[src/rtl/uart_module.sv]
// uart_module: self-exercising 8N1 UART (one transmitter, one receiver).
//   The transmitter sends 0x00, 0x01, 0x02, ... forever, with an idle-high
//   gap of IDLE_GAP clocks before each frame. The receiver deserialises Rx
//   and keeps the last correctly framed byte.
// Ports:
//   clk      system clock, rising edge
//   rst      asynchronous reset, active low
//   Rx       serial input, idle high, asynchronous to clk
//   Tx       serial output, idle high, registered
//   tx_data  byte being (or about to be) transmitted
//   data     last received byte whose stop bit was 1
module uart_module #(
  parameter int CLKS_PER_BIT = 434,
  parameter int IDLE_GAP     = 16
) (
  input  logic       clk,
  input  logic       rst,
  input  logic       Rx,
  output logic       Tx,
  output logic [7:0] tx_data,
  output logic [7:0] data
);

  localparam int CMAX = (CLKS_PER_BIT > IDLE_GAP) ? CLKS_PER_BIT : IDLE_GAP;
  localparam int CW   = $clog2(CMAX + 1);

  localparam logic [CW-1:0] BIT_LAST  = CW'(CLKS_PER_BIT - 1);
  localparam logic [CW-1:0] GAP_LAST  = CW'(IDLE_GAP - 1);
  localparam logic [CW-1:0] HALF_LAST = CW'(CLKS_PER_BIT / 2 - 1);

  typedef enum logic [1:0] {TX_GAP, TX_START, TX_DATA, TX_STOP} tx_state_t;
  typedef enum logic [1:0] {RX_IDLE, RX_START, RX_DATA, RX_STOP} rx_state_t;

  // ---------------------------------------------------------------- TX
  tx_state_t     tx_st, tx_st_n;
  logic [CW-1:0] tx_cnt, tx_cnt_n;
  logic [2:0]    tx_idx, tx_idx_n;
  logic          tx_n;
  logic [7:0]    tx_data_n;

  always_ff @(posedge clk or negedge rst) begin
    if (!rst) begin
      tx_st   <= TX_GAP;
      tx_cnt  <= '0;
      tx_idx  <= '0;
      Tx      <= 1'b1;
      tx_data <= 8'h00;
    end else begin
      tx_st   <= tx_st_n;
      tx_cnt  <= tx_cnt_n;
      tx_idx  <= tx_idx_n;
      Tx      <= tx_n;
      tx_data <= tx_data_n;
    end
  end

  // Tx is computed from the *next* state so the line register changes in
  // the same cycle as the state, keeping every bit exactly one period long.
  always_comb begin
    tx_st_n   = tx_st;
    tx_cnt_n  = tx_cnt + CW'(1);
    tx_idx_n  = tx_idx;
    tx_n      = 1'b1;
    tx_data_n = tx_data;
    case (tx_st)
      TX_GAP: begin
        if (tx_cnt == GAP_LAST) begin
          tx_st_n  = TX_START;
          tx_cnt_n = '0;
          tx_n     = 1'b0;
        end
      end
      TX_START: begin
        tx_n = 1'b0;
        if (tx_cnt == BIT_LAST) begin
          tx_st_n  = TX_DATA;
          tx_cnt_n = '0;
          tx_idx_n = '0;
          tx_n     = tx_data[0];
        end
      end
      TX_DATA: begin
        tx_n = tx_data[tx_idx];
        if (tx_cnt == BIT_LAST) begin
          tx_cnt_n = '0;
          if (tx_idx == 3'd7) begin
            tx_st_n = TX_STOP;
            tx_n    = 1'b1;
          end else begin
            tx_idx_n = tx_idx + 3'd1;
            tx_n     = tx_data[tx_idx + 3'd1];
          end
        end
      end
      TX_STOP: begin
        if (tx_cnt == BIT_LAST) begin
          tx_st_n   = TX_GAP;
          tx_cnt_n  = '0;
          tx_data_n = tx_data + 8'd1;
        end
      end
      default: begin
        tx_st_n  = TX_GAP;
        tx_cnt_n = '0;
      end
    endcase
  end

  // ---------------------------------------------------------------- RX
  // Two-flop synchroniser; rx_sync[1] is the only Rx view the FSM uses.
  logic [1:0] rx_sync;
  logic       rx_s;

  always_ff @(posedge clk or negedge rst) begin
    if (!rst) rx_sync <= 2'b11;
    else      rx_sync <= {rx_sync[0], Rx};
  end

  assign rx_s = rx_sync[1];

  rx_state_t     rx_st, rx_st_n;
  logic [CW-1:0] rx_cnt, rx_cnt_n;
  logic [2:0]    rx_idx, rx_idx_n;
  logic [7:0]    rx_sh, rx_sh_n;
  logic [7:0]    data_n;

  always_ff @(posedge clk or negedge rst) begin
    if (!rst) begin
      rx_st  <= RX_IDLE;
      rx_cnt <= '0;
      rx_idx <= '0;
      rx_sh  <= '0;
      data   <= 8'h00;
    end else begin
      rx_st  <= rx_st_n;
      rx_cnt <= rx_cnt_n;
      rx_idx <= rx_idx_n;
      rx_sh  <= rx_sh_n;
      data   <= data_n;
    end
  end

  // START waits half a bit so every later sample lands mid-bit. After the
  // stop sample the FSM is back in IDLE, so a start edge arriving in the
  // second half of the stop bit is picked up on the next clock.
  always_comb begin
    rx_st_n  = rx_st;
    rx_cnt_n = rx_cnt + CW'(1);
    rx_idx_n = rx_idx;
    rx_sh_n  = rx_sh;
    data_n   = data;
    case (rx_st)
      RX_IDLE: begin
        rx_cnt_n = '0;
        if (!rx_s) rx_st_n = RX_START;
      end
      RX_START: begin
        if (rx_cnt == HALF_LAST) begin
          rx_cnt_n = '0;
          rx_idx_n = '0;
          rx_st_n  = rx_s ? RX_IDLE : RX_DATA;
        end
      end
      RX_DATA: begin
        if (rx_cnt == BIT_LAST) begin
          rx_cnt_n = '0;
          rx_sh_n  = {rx_s, rx_sh[7:1]};
          if (rx_idx == 3'd7) rx_st_n  = RX_STOP;
          else                rx_idx_n = rx_idx + 3'd1;
        end
      end
      RX_STOP: begin
        if (rx_cnt == BIT_LAST) begin
          rx_cnt_n = '0;
          rx_st_n  = RX_IDLE;
          if (rx_s) data_n = rx_sh;
        end
      end
      default: begin
        rx_st_n  = RX_IDLE;
        rx_cnt_n = '0;
      end
    endcase
  end

endmodule

[config.mk]
export PLATFORM = sky130hd
export DESIGN_NAME = uart_module
export DESIGN_NICKNAME = d
export VERILOG_FILES = /design/src/rtl/uart_module.sv
export SDC_FILE = /design/constraint.sdc
export NUM_CORES = 1
export LEC_CHECK = 0
export ABC_AREA = 1
export BUFFER_PORTS_ARGS = -buffer_cell sky130_fd_sc_hd__buf_2
export CORE_ASPECT_RATIO = 1.25
export CORE_MARGIN = 5
export CORE_UTILIZATION = 42
export CTS_CLUSTER_DIAMETER = 60
export CTS_CLUSTER_SIZE = 10
export DETAILED_ROUTE_END_ITERATION = 10
export GPL_TIMING_DRIVEN = 0
export PLACE_DENSITY = 0.68
export RECOVER_POWER = 100
export SLEW_MARGIN = 10
export SYNTH_ARGS = -nofsm -noshare
export SYNTH_HDL_FRONTEND = slang
export SYNTH_SLANG_ARGS = --single-unit
[constraint.sdc]
create_clock -name clk -period 1.7 [get_ports clk]
set_input_delay 0.085 -clock clk [delete_from_list [all_inputs] [get_ports clk]]
set_output_delay 0.085 -clock clk [all_outputs]
set_load 0.02 [all_outputs]
# ---- Word-level counts from Yosys, hierarchy flattened
# Cells that the tools add are included.
dict set report word_totals {
  regBits 55
  latchBits 0
  mem_bits_rw 0
  mem_bits_ro 0
  input_bits 3
  output_inout_bits 17
  mem_count 0
}
dict set report op_classes {
  n_addsub 5
  n_mul 0
  div 0
  n_lt_le_gt_ge 2
  n_eq_ne 24
  shift 0
  mux 36
  n_bitwise 0
  n_reduce_logical 13
}
# operator count
set op_table {}
lappend op_table {{9-bit 2-to-1 mux} 4}
lappend op_table {{9-bit case mux with 3 select lines} 1}
lappend op_table {{2-bit != test (second input constant)} 12}
lappend op_table {{2-bit 2-to-1 mux} 11}
lappend op_table {{9-bit by 1-bit adder with 9-bit output (second input constant)} 2}
lappend op_table {{9-bit == test (second input constant)} 2}
lappend op_table {{3-bit 2-to-1 mux} 6}
lappend op_table {{9-bit case mux with 2 select lines} 1}
lappend op_table {{2-bit case mux with 4 select lines} 2}
lappend op_table {{3-bit case mux with 2 select lines} 2}
lappend op_table {{5-bit AND reduction} 2}
lappend op_table {{9-bit by 4-bit == test with 1-bit output (second input constant)} 1}
lappend op_table {{9-bit by 8-bit == test with 1-bit output (second input constant)} 1}
lappend op_table {{8-bit by 1-bit adder with 8-bit output (second input constant)} 1}
lappend op_table {{2-bit == test (second input constant)} 4}
lappend op_table {{3-bit by 4-bit less-than comparator with 1-bit output (second input constant)} 2}
lappend op_table {{4-bit AND reduction} 2}
lappend op_table {{3-bit by 1-bit adder with 3-bit output (second input constant)} 2}
lappend op_table {{1-bit binary-select mux with 3-bit select} 2}
lappend op_table {{3-bit == test (second input constant)} 2}
lappend op_table {{1-bit 2-to-1 mux} 6}
lappend op_table {{2-bit by 1-bit == test with 1-bit output (second input constant)} 2}
lappend op_table {{2-bit logical NOT} 2}
lappend op_table {{2-bit AND reduction} 2}
lappend op_table {{other kinds (5)} 6}

# ---- Longest topological paths before layout
dict set report logic_depth {
  depth_word 6
  depth_mapped 11
}

# ---- Worst setup path after synthesis
# No wires, ideal clock.
dict set report synth_timing {
  path_kind {flip-flop to flip-flop}
  from {register rx_cnt[1]}
  to {register data[5]}
  setup_time_ns 0.118
  arrival_time_ns 1.261
  required_time_ns 1.582
  path_slack_ns 0.320
  path_stages_with_launch 11
  path_buffers 1
  period_less_slack_ns 1.380
  path_cell_list {dfrtp_1 inv_1 ha_1 nand2_1 nor2_1 nand2_2 inv_4 nand3_4 buf_6 nand2_1 o21ai_2}
}
dict set report synth_between {
  elab_chain_len 2
}
# element line_no
set synth_lines {}
lappend synth_lines {{start, declared} 122} ;# logic [CW-1:0] rx_cnt, rx_cnt_n;
lappend synth_lines {{start signal, assigned} 136} ;# rx_cnt <= rx_cnt_n;
lappend synth_lines {{9-bit == test} 173} ;# if (rx_cnt == BIT_LAST) begin
lappend synth_lines {{3-bit AND reduction (no line)} -}
lappend synth_lines {{end signal, assigned} 139} ;# data <= data_n;
lappend synth_lines {{end, declared} 21} ;# output logic [7:0] data
# No other way between the ends.
# A chain may end at the register's enable or synchronous reset.

# ---- Final worst setup path
dict set report layout_timing {
  from {register tx_cnt[0]}
  to {register tx_cnt[4]}
}
dict set report layout_between {
  elab_chain_len 3
}
# element line_no
set layout_lines {}
lappend layout_lines {{start, declared} 36} ;# logic [CW-1:0] tx_cnt, tx_cnt_n;
lappend layout_lines {{start signal, assigned} 50} ;# tx_cnt <= tx_cnt_n;
lappend layout_lines {{9-bit by 1-bit adder with 9-bit output (tied with other cells)} 61} ;# tx_cnt_n = tx_cnt + CW'(1);
lappend layout_lines {{9-bit 2-to-1 mux, on equally long branches} -}
lappend layout_lines {{9-bit case mux with 2 select lines *} 65} ;# case (tx_st)
lappend layout_lines {{via tx_cnt_n[4]} 36}
# The timed path passes the listed nets; every way through them passes the cells marked *.

==> metrics.cfg <==
[clock_network]
cts_tree=yes
path_clk_slew_ns=0.11
root_buffer=clkbuf_8
cts_buffer_depth=2
cts_buffers=5
clock-sinks=55
clock_latency_ns=0.31
htree_num_levels=2

[worst_hold_path]
holdCritPathClass=flip-flop to flip-flop
min_path_cells=0

[floorplanning]
dieHeight_um=104
start_util_pct=43.0
die_x_um=85.6
rows=34
fp.coreArea_mm2=0.00698
ios=20
dieArea_mm2=0.00894

[power_and_ir_drop]
vdd_drop_max_mv=0.427
p_total_mw=2.12
p_clk_share_pct=36.4
seqPwrFrac_pct=62.1
p_int_mw=1.62
p_sw_share_pct=23.3
p_switching_uw=492
leakage_nw=1.55
combPwrFrac_pct=1.5
pwr_density_cell_mw_per_mm2=652

[logic_synthesis]
yosysWarnings=0
synth_edf_count=0
ys_async_sr_fraction_pct=100
synth-main-ff-cell=dfrtp_1
synth_fp_nets=379
yosysUniqueCellTypes=35
synth_top_area_share_pct=43.4
yosysSeqAreaShare_pct=46.0
ys_top_cells_by_area=dfrtp_1 43%, nand2_1 13%, ha_1 6.3%
synth.avg_cell_area_um2=8.31
synth_top_cell_by_area=dfrtp_1
syn-cell-area_mm2=0.00300
synth-seq-cells=55
syn_inst=361

[layout]
fin_nets=406
multi_input_area_mm2=0.00133
area_growth_pct=8.09
utilization_pct=46.5
nFillCells=716
drive_gt1_share_pct=9.25
instances_no_fill=479
seqCellArea_mm2=0.00138
antenna_cells=0

[place]
placedCellCount=470
hpwl_mm=3.90
numPortBuffers=19
gp_congestion=0.831
place_ws_ns=0.150

[critical_path]
critPathArrivalTime_ns=1.78
start_kind=flip-flop
critPathMaxFanout=7
crit_required_ns=1.90
reg2reg_depth=8
critPathCaptureType=flip-flop
critPathKind=flip-flop to flip-flop

[global_route]
track_usage_pct=12.9
antenna_found_initial=0
grt_pass1_vias=2261
grt_overflow=0
grt_pass1_wl_mm=9.56
grt_max_degree=56

[routing]
via_per_inst=4.77
drt-total-wl_mm=5.37
post_drt_wl_per_cell_um=11.2
drt_iter0_drc=69
firstDrtPassIters=4
num_vias=2283
antenna_left=0
remaining_drc_errors=0

[timing]
layout_setup_ws_ns=0.119
worst_pin_slew_ns=1.22
min_period_ns=1.58
rsz0062_at_grt=no
hold_viol_final=0
slew_headroom_pct=18.4
timing.fmax_mhz=633
drv_slew=0
finalCritPeriodShare_pct=93.0
final.setup_skew_ns=0.0115
setup_violations=0
fin_setup_tns_ns=0

[job]
cap_violations=0

[outcome]
run_status=completed

==> power groups by stage <==
| stage | combinational, mW | sequential (mW) | clock (mW) |
|---|---|---|---|
| after global placement | 0.0293 | 1.34 | 0 |
| after detailed placement | 0.0299 | 1.34 | 0 |
| final | 0.0310 | 1.31 | 0.770 |
| after CTS | 0.0319 | 1.31 | 0.808 |
| after floorplan | 0.000937 | 1.34 | 0 |
| after global routing | 0.0376 | 1.32 | 0.850 |
==> stage by stage <==
stage / hold slack (ns) / instance area (um2)
2_1_floorplan: -0.211 / 3000
3_3_place_gp: 0.195 / 3210
3_5_place_dp: 0.191 / 3210
4_1_cts: 0.0671 / 3310
5_1_grt: 0.384 / 3240
6_report: 0.380 / 3240
==> repair_timing <==
action | 4_1_cts | 5_1_grt
hold endpoints to repair | 1 | 52
hold buffers | 1 | 1
endpoints found under the setup margin | 0 | 3
gates resized for setup | 0 | 0
buffers inserted | 0 | 0
==> cells in the final DEF (no fill, tap or decap), types with 2 or more instances in the layout <==
cell           instances
inv_1                 50
xor2_1                10
o21ai_1                3
dlygate4sd3_1          2
dfstp_2                3
buf_6                  2
nor2_2                 3
o21ai_0               20
buf_2                  4
a21oi_1                2
nor3_1                 2
clkbuf_1              17
nand3b_1               2
nand3_1               23
ha_1                  15
dfrtp_1               52
nor2_1                36
o21bai_1               3
clkbuf_8               5
nand2_1              105
nand4_1                4
o21ai_2                7
xnor2_1                3
==> flip-flops by register name (all words and copies together), names as in the netlist, named ones only <==
register,cells
Tx,1
data,8
rx_cnt,9
rx_idx,3
rx_sh,8
rx_st,1
rx_sync,2
tx_cnt,9
tx_data,8
tx_idx,3
tx_st,2
==> cell families after synthesis <==
family | count (synthesis) | share of synthesized area, %
simple gates | 181 | 26.2
fa+ha+maj | 15 | 6.26
buf+inv | 58 | 8.13
compound gates | 38 | 9.05
xor+xnor | 14 | 4.34
flops | 55 | 46.0
==> cell usage after synthesis, drive strengths merged, types with 2 or more instances <==
cell type    n
a21oi        2
buf          4
dfrtp       52
dfstp        3
ha          15
inv         52
nand2      107
nand3       25
nand3b       2
nand4        4
nor2        39
nor3         3
o21ai       30
o21bai       3
xnor2        3
xor2        11
==> metal layers <==
metal | vias to the layer above | global-route usage (%) | wire length, um
met1 | 1065 | 15.1 | 2490
met3 | 8 | 2.93 | 169
li1 | 1177 | - | -
met5 | - | 0 | 0
met2 | 33 | 23.2 | 2640
met4 | 0 | 3.73 | 79
==> critical path, stage by stage, from the launching register on <==
cell and delay, ns:
dfrtp_1 0.44, ha_1 0.23, nand3_2 0.12, inv_1 0.10, nand3_1 0.09, o21ai_2 0.20, o21ai_1 0.11, inv_2 0.12
nor2_1 0.06
==> final cells by class <==
class / instances / share of cell area (%)
clock buffer: 5 / 2.12
timing repair buffer: 21 / 2.89
multi-input combinational: 248 / 40.9
sequential: 55 / 42.6
tap: 90 / 3.47
clock inverter: 3 / 0.849
inverter: 53 / 6.21
buffer: 4 / 1.00
==> worst paths after layout <==
| check | to | startpoint | slack (ns) |
|---|---|---|---|
| max | tx_cnt[4] | tx_cnt[0] | 0.12 |
| min | rx_sync[1] | rx_sync[0] | 0.38 |
| max reg2reg | tx_cnt[4] | tx_cnt[0] | 0.12 |
| min reg2reg | rx_sync[1] | rx_sync[0] | 0.38 |
| max in group asynchronous | rx_idx[2] | rst | 0.40 |
| min in group asynchronous | data[1] | rst | 0.57 |
No activity file was read; power rests on OpenSTA's default activity.
